`config.mk`:
```
export PLATFORM = sky130hd
export DESIGN_NAME = sum3_sequencer
export DESIGN_NICKNAME = d
export VERILOG_FILES = /design/src/rtl/sum3_sequencer.sv
export SDC_FILE = /design/constraint.sdc
export NUM_CORES = 1
export LEC_CHECK = 0
export ABC_CLOCK_PERIOD_IN_PS = 3300
export CAP_MARGIN = 30
export CORE_UTILIZATION = 51
export CTS_BUF_LIST = sky130_fd_sc_hd__clkbuf_4
export DETAILED_ROUTE_END_ITERATION = 10
export PLACE_DENSITY = 0.78
export SYNTH_ARGS = -nofsm -noshare
export SYNTH_HDL_FRONTEND = slang
export SYNTH_SLANG_ARGS = --single-unit
```
`constraint.sdc`:
```
create_clock -name clk_i -period 3.3 [get_ports clk_i]
set_clock_uncertainty 0.15 [all_clocks]
set_input_delay 0.99 -clock clk_i [delete_from_list [all_inputs] [get_ports clk_i]]
set_output_delay 0.99 -clock clk_i [all_outputs]
set_load 0.02 [all_outputs]
```
`src/rtl/sum3_sequencer.sv`:
```
// Burst reducer: pairs incoming operands in a holding register and fires a
// three-operand add (acc + hold + operand) every second transfer.
module sum3_sequencer #(
  parameter int DATA_W  = 8,
  parameter int LEN_W   = 5,
  parameter int SUM_W   = 12,
  parameter int MAX_LEN = 16
) (
  input  logic              clk_i,
  input  logic              rst_i,
  input  logic              start_i,
  input  logic [LEN_W-1:0]  len_i,
  output logic              busy_o,
  input  logic              in_valid_i,
  input  logic [DATA_W-1:0] in_data_i,
  output logic              in_ready_o,
  output logic              out_valid_o,
  output logic [SUM_W-1:0]  out_sum_o,
  input  logic              out_ready_i
);

  typedef enum logic [1:0] {
    S_IDLE   = 2'd0,
    S_FIRST  = 2'd1,
    S_SECOND = 2'd2,
    S_DONE   = 2'd3
  } state_e;

  localparam logic [LEN_W-1:0] MAX_LEN_C = LEN_W'(MAX_LEN);
  localparam logic [LEN_W-1:0] ONE_C     = LEN_W'(1);

  state_e             state_q, state_d;
  logic [SUM_W-1:0]   acc_q, acc_d;
  logic [DATA_W-1:0]  hold_q, hold_d;
  logic [LEN_W-1:0]   rem_q, rem_d;
  logic               in_ready_s;
  logic               xfer_s;

  // in_ready depends on state alone so the producer never sees a loop through in_valid.
  assign in_ready_s  = (state_q == S_FIRST) || (state_q == S_SECOND);
  assign xfer_s      = in_valid_i & in_ready_s;
  assign in_ready_o  = in_ready_s;
  assign busy_o      = (state_q != S_IDLE);
  assign out_valid_o = (state_q == S_DONE);
  assign out_sum_o   = acc_q;

  // State and datapath registers.
  always_ff @(posedge clk_i) begin
    if (rst_i) begin
      state_q <= S_IDLE;
      acc_q   <= '0;
      hold_q  <= '0;
      rem_q   <= '0;
    end else begin
      state_q <= state_d;
      acc_q   <= acc_d;
      hold_q  <= hold_d;
      rem_q   <= rem_d;
    end
  end

  // Next-state and adder control.
  always_comb begin
    state_d = state_q;
    acc_d   = acc_q;
    hold_d  = hold_q;
    rem_d   = rem_q;
    case (state_q)
      S_IDLE: begin
        if (start_i) begin
          acc_d = '0;
          if (len_i == '0) begin
            state_d = S_DONE;
          end else begin
            rem_d   = (len_i > MAX_LEN_C) ? MAX_LEN_C : len_i;
            state_d = S_FIRST;
          end
        end else begin
          state_d = S_IDLE;
        end
      end
      S_FIRST: begin
        if (xfer_s) begin
          hold_d = in_data_i;
          rem_d  = rem_q - ONE_C;
          if (rem_q == ONE_C) begin
            // Odd tail: nothing to pair with, so the adder sees a zero.
            acc_d   = acc_q + SUM_W'(in_data_i);
            state_d = S_DONE;
          end else begin
            state_d = S_SECOND;
          end
        end else begin
          state_d = S_FIRST;
        end
      end
      S_SECOND: begin
        if (xfer_s) begin
          acc_d = acc_q + SUM_W'(hold_q) + SUM_W'(in_data_i);
          rem_d = rem_q - ONE_C;
          if (rem_q == ONE_C) begin
            state_d = S_DONE;
          end else begin
            state_d = S_FIRST;
          end
        end else begin
          state_d = S_SECOND;
        end
      end
      S_DONE: begin
        if (out_ready_i) begin
          state_d = S_IDLE;
        end else begin
          state_d = S_DONE;
        end
      end
      default: begin
        state_d = S_IDLE;
      end
    endcase
  end

endmodule

```
==> metrics.txt, run 1 <==
outcome complete, no violations; highest metal used met4; Mapped Cells 295; worst hold endpoint hold_q[6]; DIE AREA 4790 um2; largest net degree at the start of global routing 19; reg2reg path depth 10; Netlist cell types 53; hold path cells 2; initial antenna violation count 0; VDD IR max 0.000193 V; synth cell count leaders 42 x nand2_1, 31 x a21oi_1, 27 x dfxtp_1; TritonCTS Sinks 27; H-tree depth 1; Post-Syn Nets 345; Cell Area, Synth 2300 um2; static leakage 1.32 nW; power per cell area 276 nW/um2; sequential cell area fraction in the yosys report 23.5%; top_reg_cell synth dfxtp_1; Post-synth EDFFs 0; slack of the critical path 0.0586 ns; die width 69.2 um; met1 WL 3010 um; number of global-route vias before repair 2476; most numerous cell in the Yosys netlist nand2_1; total congestion overflow 0; Hold Crit Start hold_q[6]; CP Launch Type input pin; worst slew pin tran 0.626 ns; worst skew pair latency 0.35 ns; worst hold path type flip-flop to flip-flop; CTS tree built; placed cell area 2990 um2; Slew Viols, Final 0; FP Rows 24; DP Worst Slack -0.616 ns; Routed met3 length 400 um; Final min period 3.24 ns; area leader, netlist dfxtp_1; WL final 6690 um; met2 routed WL 3180 um; FFs w/ async S/R, synth 0%; top post-synthesis cells by area dfxtp_1 23%, ha_1 12%, fa_1 8.7%; Final Hold Vio Count 0; detailed placer's ending HPWL 5010 um; share of layout cells above drive strength 1 20.4%; Yosys reg bits 27; Via density 5.92; share of the synthesized area in the top cell type 23.5%; Clock Tree Buf Depth 2; gpl congestion 0.927; antenna-violating nets left 0; fillcell total 349; Setup TNS Final 0 ns; Critical Path RT 3.43 ns; routed len/inst 15.8 um; clock root cell clkbuf_4; post-layout net count 423; GRT Resource Usage Total 28.6%; reg2reg start out_sum_o[1]; first-pass GRT wire length 11100 um; via count 2512; DRC 0; Max Freq 309 MHz; mean post-synth cell area 7.80 um2; worst hold-check slack 0.334 ns; port bufs 32; drt first pass iters 4; FF-to-FF setup slack 0.43 ns; initial core utilization 52.9%; Die Height 69.2 um; Max-slew headroom 58.3%; Synth warnings 0; Crit Path Class input pin to flip-flop; Hold Buf Count CTS 0; Initial DRC Count 152; cts bufs inserted 3; Tcrit/Tclk final 98.2%; I/O pin total 33; worst path arrival time 3.37 ns; total of max-cap violations 0; cell area after layout 3170 um2; Final setup viols 0; core box area 4350 um2; Antenna diodes 0; Layout area overhead 37.8%; clock slew at reported path FFs 0.18 ns; Final Util 72.8%; worst-path maximum fanout 2; Worst setup EP type flip-flop; worst r2r dst out_sum_o[11]
==> how the worst max path moves through the flow <==
stage                      start             to  slack (ns)  depth (start not counted)
detailed placement  in_data_i[1]  out_sum_o[11]       -0.62                         10
floorplan           in_data_i[1]  out_sum_o[11]        0.02                          9
global route        in_data_i[7]  out_sum_o[11]       -0.03                         10
finish              in_data_i[7]  out_sum_o[11]        0.06                         10
CTS                 in_data_i[3]  out_sum_o[10]       0.001                          8
global placement    in_data_i[1]  out_sum_o[11]       -0.50                         10
==> placed cells by master, fill, tap and decap left out, types with 2 or more instances in the layout <==
master	n
a31oi_1	4
and2_1	2
a22oi_1	3
a21o_1	5
dfxtp_1	27
a2bb2oi_1	2
ha_1	16
o21ai_1	6
nor2_1	23
nor3_1	10
buf_4	49
dlygate4sd2_1	4
clkdlybuf4s50_1	25
nand2b_1	4
clkinv_1	2
inv_1	13
a41oi_2	2
dlymetal6s2s_1	2
fa_1	7
nand3_1	10
o211ai_1	2
a21oi_1	30
ha_4	5
clkbuf_4	3
o21ai_2	3
a211oi_2	2
a211oi_1	6
nand2_1	42
fa_2	3
a22o_1	2
nor2b_1	4
xnor2_1	6
o21ai_0	13
a41oi_1	2
and3_1	4
==> state kept, by name (all words and copies together) (netlist names) <==
register / cells
hold_q: 8
out_sum_o: 12
rem_q: 5
state_q: 2
==> cell families after synthesis <==
logic type,after synthesis,share of synthesized area (%)
buf+inv,23,3.97
fa+ha+maj,32,20.7
simple gates,109,22.0
compound gates,97,27.3
xor+xnor,7,2.66
flops,27,23.5
==> critical path, stage by stage <==
cell and delay (ns):
clkdlybuf4s50_1 0.50, fa_1 0.47, ha_4 0.29, nand2_1 0.06, o21ai_2 0.11, o21a_1 0.20, buf_4 0.14, nand3_1 0.07
a221o_1 0.31, a22o_1 0.22
==> power breakdown <==
group / switching (mW) / internal (mW)
combinational: 0.185 / 0.162
clock: 0.122 / 0.0465
sequential: 0.0164 / 0.343
==> stage by stage <==
stage               power (mW)  std cells
global route             0.925        424
detailed placement       0.688        415
global placement         0.682        415
CTS                      0.860        420
finish                   0.875        424
floorplan                0.558        295
==> metal layers <==
layer  vias up  global-route usage, %
li1       1227                      -
met1      1187                   38.9
met2        84                   47.7
met3        14                   3.92
met4         0                   7.26
met5         -                      0
==> final cells by class <==
| type | instances | area [um2] | share of cell area (%) |
|---|---|---|---|
| Sequential cell | 27 | 541 | 17.0 |
| Clock buffer | 3 | 22.5 | 0.710 |
| Tap cell | 52 | 65.1 | 2.05 |
| Multi-Input combinational cell | 245 | 1800 | 56.6 |
| Clock inverter | 1 | 7.51 | 0.237 |
| Timing Repair Buffer | 81 | 683 | 21.5 |
| Inverter | 15 | 56.3 | 1.78 |
==> repair_timing <==
| item | 4_1_cts | 5_1_grt |
|---|---|---|
| buffers inserted | 1 | 4 |
| resized for setup | 15 | 13 |
| pin swaps | 17 | 11 |
| setup endpoints to repair | 6 | 3 |
No activity file was read; power rests on OpenSTA's default activity.
==> run 2, diff against run 1 <==
--- a/config.mk
+++ b/config.mk
@@ -10,7 +10,8 @@
 export CORE_UTILIZATION = 51
 export CTS_BUF_LIST = sky130_fd_sc_hd__clkbuf_4
 export DETAILED_ROUTE_END_ITERATION = 10
-export PLACE_DENSITY = 0.78
+export MAX_ROUTING_LAYER = met4
+export PLACE_DENSITY = 0.76
 export SYNTH_ARGS = -nofsm -noshare
 export SYNTH_HDL_FRONTEND = slang
 export SYNTH_SLANG_ARGS = --single-unit
==> metrics.txt, run 2 (synthesized netlist as in run 1, its figures left out) <==
outcome complete, no violations; fillcell total 363 (+4.0%); worst skew pair latency 0.35 ns (about the same); port bufs 32 (unchanged); slack of the critical path 0.0630 ns (+0.00446 ns); worst-path maximum fanout 4 (+2); core box area 4350 um2 (unchanged); Slew Viols, Final 0 (unchanged); Die Height 69.2 um (unchanged); Clock Tree Buf Depth 2 (unchanged); GRT Resource Usage Total 29.1% (+0.54 points); total of max-cap violations 0 (unchanged); Antenna diodes 0 (unchanged); Layout area overhead 34.8%; FP Rows 24 (unchanged); H-tree depth 1 (unchanged); Setup TNS Final 0 ns (unchanged); drt first pass iters 5 (+1); Hold Buf Count CTS 0 (unchanged); Final min period 3.24 ns (-0.00446 ns); Max-slew headroom 61.3% (+3.0 points); CP Launch Type input pin; most common cell after layout, fill and taps aside buf_4; cell area after layout 3100 um2 (-2.2%); I/O pin total 33 (unchanged); commonest cells after routing, fill and taps aside 50 x buf_4, 42 x nand2_1, 31 x a21oi_1, 27 x dfxtp_1, 26 x clkdlybuf4s50_1; worst slew pin tran 0.581 ns (-0.0456 ns); max FFs per register 12 (unchanged); DRC 0 (unchanged); post-layout net count 424 (+0.24%); Initial DRC Count 171 (+13%); WL final 6720 um (+0.51%); DIE AREA 4790 um2 (unchanged); Worst setup EP type flip-flop; total congestion overflow 0 (unchanged); initial core utilization 52.9% (unchanged); gpl congestion 0.937 (+1.1%); CTS tree built; Crit Path Class input pin to flip-flop; Critical Path RT 3.40 ns (-0.03 ns); cts bufs inserted 3 (unchanged); Final setup viols 0 (unchanged); detailed placer's ending HPWL 5190 um (+3.5%); worst path arrival time 3.34 ns (-0.03 ns); clock root cell clkbuf_4; DP Worst Slack -0.619 ns (-0.00264 ns); VDD IR max 0.000166 V (-14%); worst hold path type flip-flop to flip-flop; TritonCTS Sinks 27 (unchanged); first-pass GRT wire length 11000 um (-0.86%); antenna-violating nets left 0 (unchanged); routed len/inst 15.8 um (+0.27%); placed cell area 3010 um2 (+0.75%); Final Hold Vio Count 0 (unchanged); static leakage 1.32 nW (about the same); Max Freq 309 MHz (+0.14%); via count 2529 (+0.68%); share of layout cells above drive strength 1 17.4% (-3.0 points); largest net degree at the start of global routing 22 (+3); die width 69.2 um (unchanged); power per cell area 277 nW/um2 (+0.46%); initial antenna violation count 0 (unchanged); total power 0.860 mW (-1.7%); RSZ-0062 raised after global routing false; Final Util 71.3% (-1.6 points); Tcrit/Tclk final 98.1% (-0.14 points); clock slew at reported path FFs 0.16 ns (-0.02 ns); Via density 5.95 (+0.44%); number of global-route vias before repair 2433 (-1.7%)
==> run 2: routing by layer <==
metal	global-route usage, %	vias up	wire length, um
met5	-	-	0
met3	3.05	13	435
met2	49.3	100	3230
met4	7.71	0	99
met1	37.0	1189	2960
li1	-	1227	-
==> run 2: final timing paths <==
check                                   from       endpoint  slack (ns)  cells after the start
worst max-delay path            in_data_i[7]  out_sum_o[11]        0.06                      9
worst min-delay path               hold_q[6]      hold_q[6]        0.33                      2
worst max register to register  out_sum_o[1]  out_sum_o[11]        0.48                      9
worst min register to register     hold_q[6]      hold_q[6]        0.33                      2
==> run 2: through the flow <==
stage	hold WS (ns)	std cells
final	0.332	425
after detailed placement	0.312	418
after global routing	0.367	425
after floorplan	0.300	295
after CTS	0.332	425
after global placement	0.309	418
==> run 2: cell type report <==
class / count / area (um2) / share of cell area (%)
Multi-Input combinational cell: 245 / 1720 / 55.3
Timing Repair Buffer: 82 / 696 / 22.4
Sequential cell: 27 / 541 / 17.4
Tap cell: 52 / 65.1 / 2.10
Inverter: 15 / 56.3 / 1.81
Clock buffer: 3 / 22.5 / 0.726
Clock inverter: 1 / 7.51 / 0.242
==> run 2: repair_timing <==
action | CTS | global route
gates cloned | 0 | 0
buffers inserted | 3 | 0
endpoints found under the setup margin | 6 | 5
pin swaps | 14 | 3
gates resized for setup | 10 | 3
==> run 2: worst max-delay path, cell delays in order <==
cell             delay, ns
clkdlybuf4s50_1       0.46
fa_1                  0.44
ha_1                  0.35
a21oi_1               0.13
o21ai_1               0.11
o21a_1                0.20
nand3_1               0.10
a221o_1               0.32
a22o_1                0.22
==> run 2: power breakdown <==
part | total [mW] | switching [mW] | internal, mW
Clock | 0.161 | 0.115 | 0.0464
Combinational | 0.340 | 0.183 | 0.156
Sequential | 0.359 | 0.0159 | 0.343
==> run 3, diff against run 2 <==
==> config.mk (replaced) <==
export PLATFORM = sky130hd
export DESIGN_NAME = sum3_sequencer
export DESIGN_NICKNAME = d
export VERILOG_FILES = /design/src/rtl/sum3_sequencer.sv
export SDC_FILE = /design/constraint.sdc
export NUM_CORES = 1
export LEC_CHECK = 0
export ABC_CLOCK_PERIOD_IN_PS = 3750
export CAP_MARGIN = 30
export CORE_UTILIZATION = 55
export CTS_BUF_LIST = sky130_fd_sc_hd__clkbuf_4
export DETAILED_ROUTE_END_ITERATION = 10
export MAX_ROUTING_LAYER = met4
export PLACE_DENSITY = 0.78
export SYNTH_ARGS = -nofsm -noshare
export SYNTH_HDL_FRONTEND = slang
export SYNTH_SLANG_ARGS = --single-unit
==> constraint.sdc (replaced) <==
create_clock -name clk_i -period 3.75 [get_ports clk_i]
set_clock_uncertainty 0.15 [all_clocks]
set_input_delay 1.125 -clock clk_i [delete_from_list [all_inputs] [get_ports clk_i]]
set_output_delay 1.125 -clock clk_i [all_outputs]
set_load 0.02 [all_outputs]
==> metrics.txt, run 3 (synthesized netlist as in run 1, its figures left out) <==
outcome complete, no violations; routed len/inst 15.4 um (-2.7%); worst slew pin tran 0.592 ns (+0.0113 ns); worst skew pair latency 0.34 ns (about the same); TritonCTS Sinks 27 (unchanged); placed cell area 2850 um2 (-5.3%); die width 66.7 um (-3.6%); cell area after layout 2890 um2 (-6.8%); worst-path maximum fanout 2 (-2); I/O pin total 33 (unchanged); Die Height 66.7 um (-3.6%); GRT Resource Usage Total 30.4% (+1.3 points); Hold Buf Count CTS 0 (unchanged); Clock Tree Buf Depth 2 (unchanged); Final Util 72.3% (+1.1 points); Critical Path RT 3.86 ns (+0.46 ns); static leakage 1.19 nW (-10%); total congestion overflow 0 (unchanged); worst path buffer plus inverter count 1 (unchanged); DIE AREA 4450 um2 (-7.1%); Final Hold Vio Count 0 (unchanged); cts bufs inserted 3 (unchanged); share of layout cells above drive strength 1 10.9% (-6.6 points); Final min period 3.62 ns; Max-slew headroom 60.2% (-1.1 points); CTS tree built; Final setup viols 0 (unchanged); RSZ-0062 raised after global routing false; Layout area overhead 25.7%; VDD IR max 0.000160 V (-3.5%); Slew Viols, Final 0 (unchanged); commonest cells after routing, fill and taps aside 42 x nand2_1, 32 x clkdlybuf4s50_1, 31 x a21oi_1, 27 x dfxtp_1, 27 x buf_4; Via density 6.04 (+1.5%); initial antenna violation count 0 (unchanged); initial core utilization 57.6% (+4.7 points); Setup TNS Final 0 ns (unchanged); drt first pass iters 5 (unchanged); first-pass GRT wire length 10000 um (-9.3%); gpl congestion 0.937 (about the same); worst hold-check slack 0.340 ns (+0.00802 ns); clock root cell clkbuf_4; Antenna diodes 0 (unchanged); CP cell instances clkdlybuf4s50_1, fa_1, ha_2, fa_2, a211oi_2, nor2_1, o21a_1, a2bb2oi_1, o31ai_1, a22o_1; worst path arrival time 3.74 ns (+0.40 ns); Tcrit/Tclk final 96.6%; CP delay by family, top adder cells; port bufs 32 (unchanged); DP Worst Slack -0.392 ns (+0.227 ns); CP max stage delay 0.51 ns (+0.05 ns); Initial DRC Count 149 (-13%); largest net degree at the start of global routing 19 (-14%); power per cell area 254 nW/um2 (-8.3%); CP Launch Type input pin; most common cell after layout, fill and taps aside nand2_1; FP Rows 23 (-4.2%); max FFs per register 12 (unchanged); clock slew at reported path FFs 0.17 ns (about the same); Worst setup EP type flip-flop; DRC 0 (unchanged); worst hold path type flip-flop to flip-flop; core box area 4000 um2 (-8.1%); H-tree depth 1 (unchanged); WL final 6150 um (-8.5%); number of global-route vias before repair 2181 (-10%); slack of the critical path 0.127 ns (+0.0635 ns); Max Freq 276 MHz; via count 2415 (-4.5%); antenna-violating nets left 0 (unchanged); total of max-cap violations 0 (unchanged); post-layout net count 401 (-5.4%); Crit-path slowest cell fa_1; fillcell total 349 (-3.9%); Crit Path Class input pin to flip-flop; detailed placer's ending HPWL 4760 um (-8.1%)
==> run 3: cell count changes in the layout (fill, tap and decap cells not counted), sizes merged <==
cell | previous run | this run
buf | 50 | 27
clkdlybuf4s50 | 26 | 32
dlygate4sd2 | 4 | 0
dlymetal6s2s | 2 | 0
clkbuf | 3 | 4
clkinvlp | 1 | 0
==> run 3: where the power goes <==
group	total, mW	switching (mW)	internal [mW]
combinational	0.272	0.151	0.121
sequential	0.316	0.0141	0.302
clock	0.148	0.0988	0.0490
==> run 3: repair_timing <==
item	CTS	global route
setup buffers	0	0
gates resized for setup	1	2
setup endpoints to repair	1	2
cloned	0	0
==> run 3: through the flow <==
stage	power [mW]	std cells
after floorplan	0.490	295
after global placement	0.582	396
after detailed placement	0.587	396
after CTS	0.728	400
after global routing	0.773	400
final	0.735	400
==> run 3: path summary, 6_finish.rpt <==
check	startpoint	endpoint	slack [ns]	cells past startpoint
worst max-delay path	in_data_i[1]	out_sum_o[11]	0.13	10
worst min-delay path	hold_q[3]	hold_q[3]	0.34	2
worst max register to register	out_sum_o[1]	out_sum_o[11]	0.96	9
worst min register to register	hold_q[3]	hold_q[3]	0.34	2
==> run 3: per-layer routing <==
layer / global-route usage, % / routed length, um
met1: 38.9 / 2880
met2: 51.6 / 2930
met3: 2.40 / 269
met4: 7.71 / 76
met5: - / 0
==> run 3: tightest hold or removal path, delay by kind of cell, from the launching register on <==
family / cells / cell delay [ns]
flip-flops: 1 / 0.35
AO/OA/AOI/OAI: 1 / 0.06
AND/OR/NAND/NOR: 1 / 0.05
==> run 3: layout make-up <==
class,instances,area (um2),share of cell area [%]
timing repair buffer,59,523,18.1
tap,50,62.6,2.16
multi-input combinational,245,1680,58.1
clock buffer,4,30.0,1.04
inverter,15,56.3,1.95
sequential,27,541,18.7
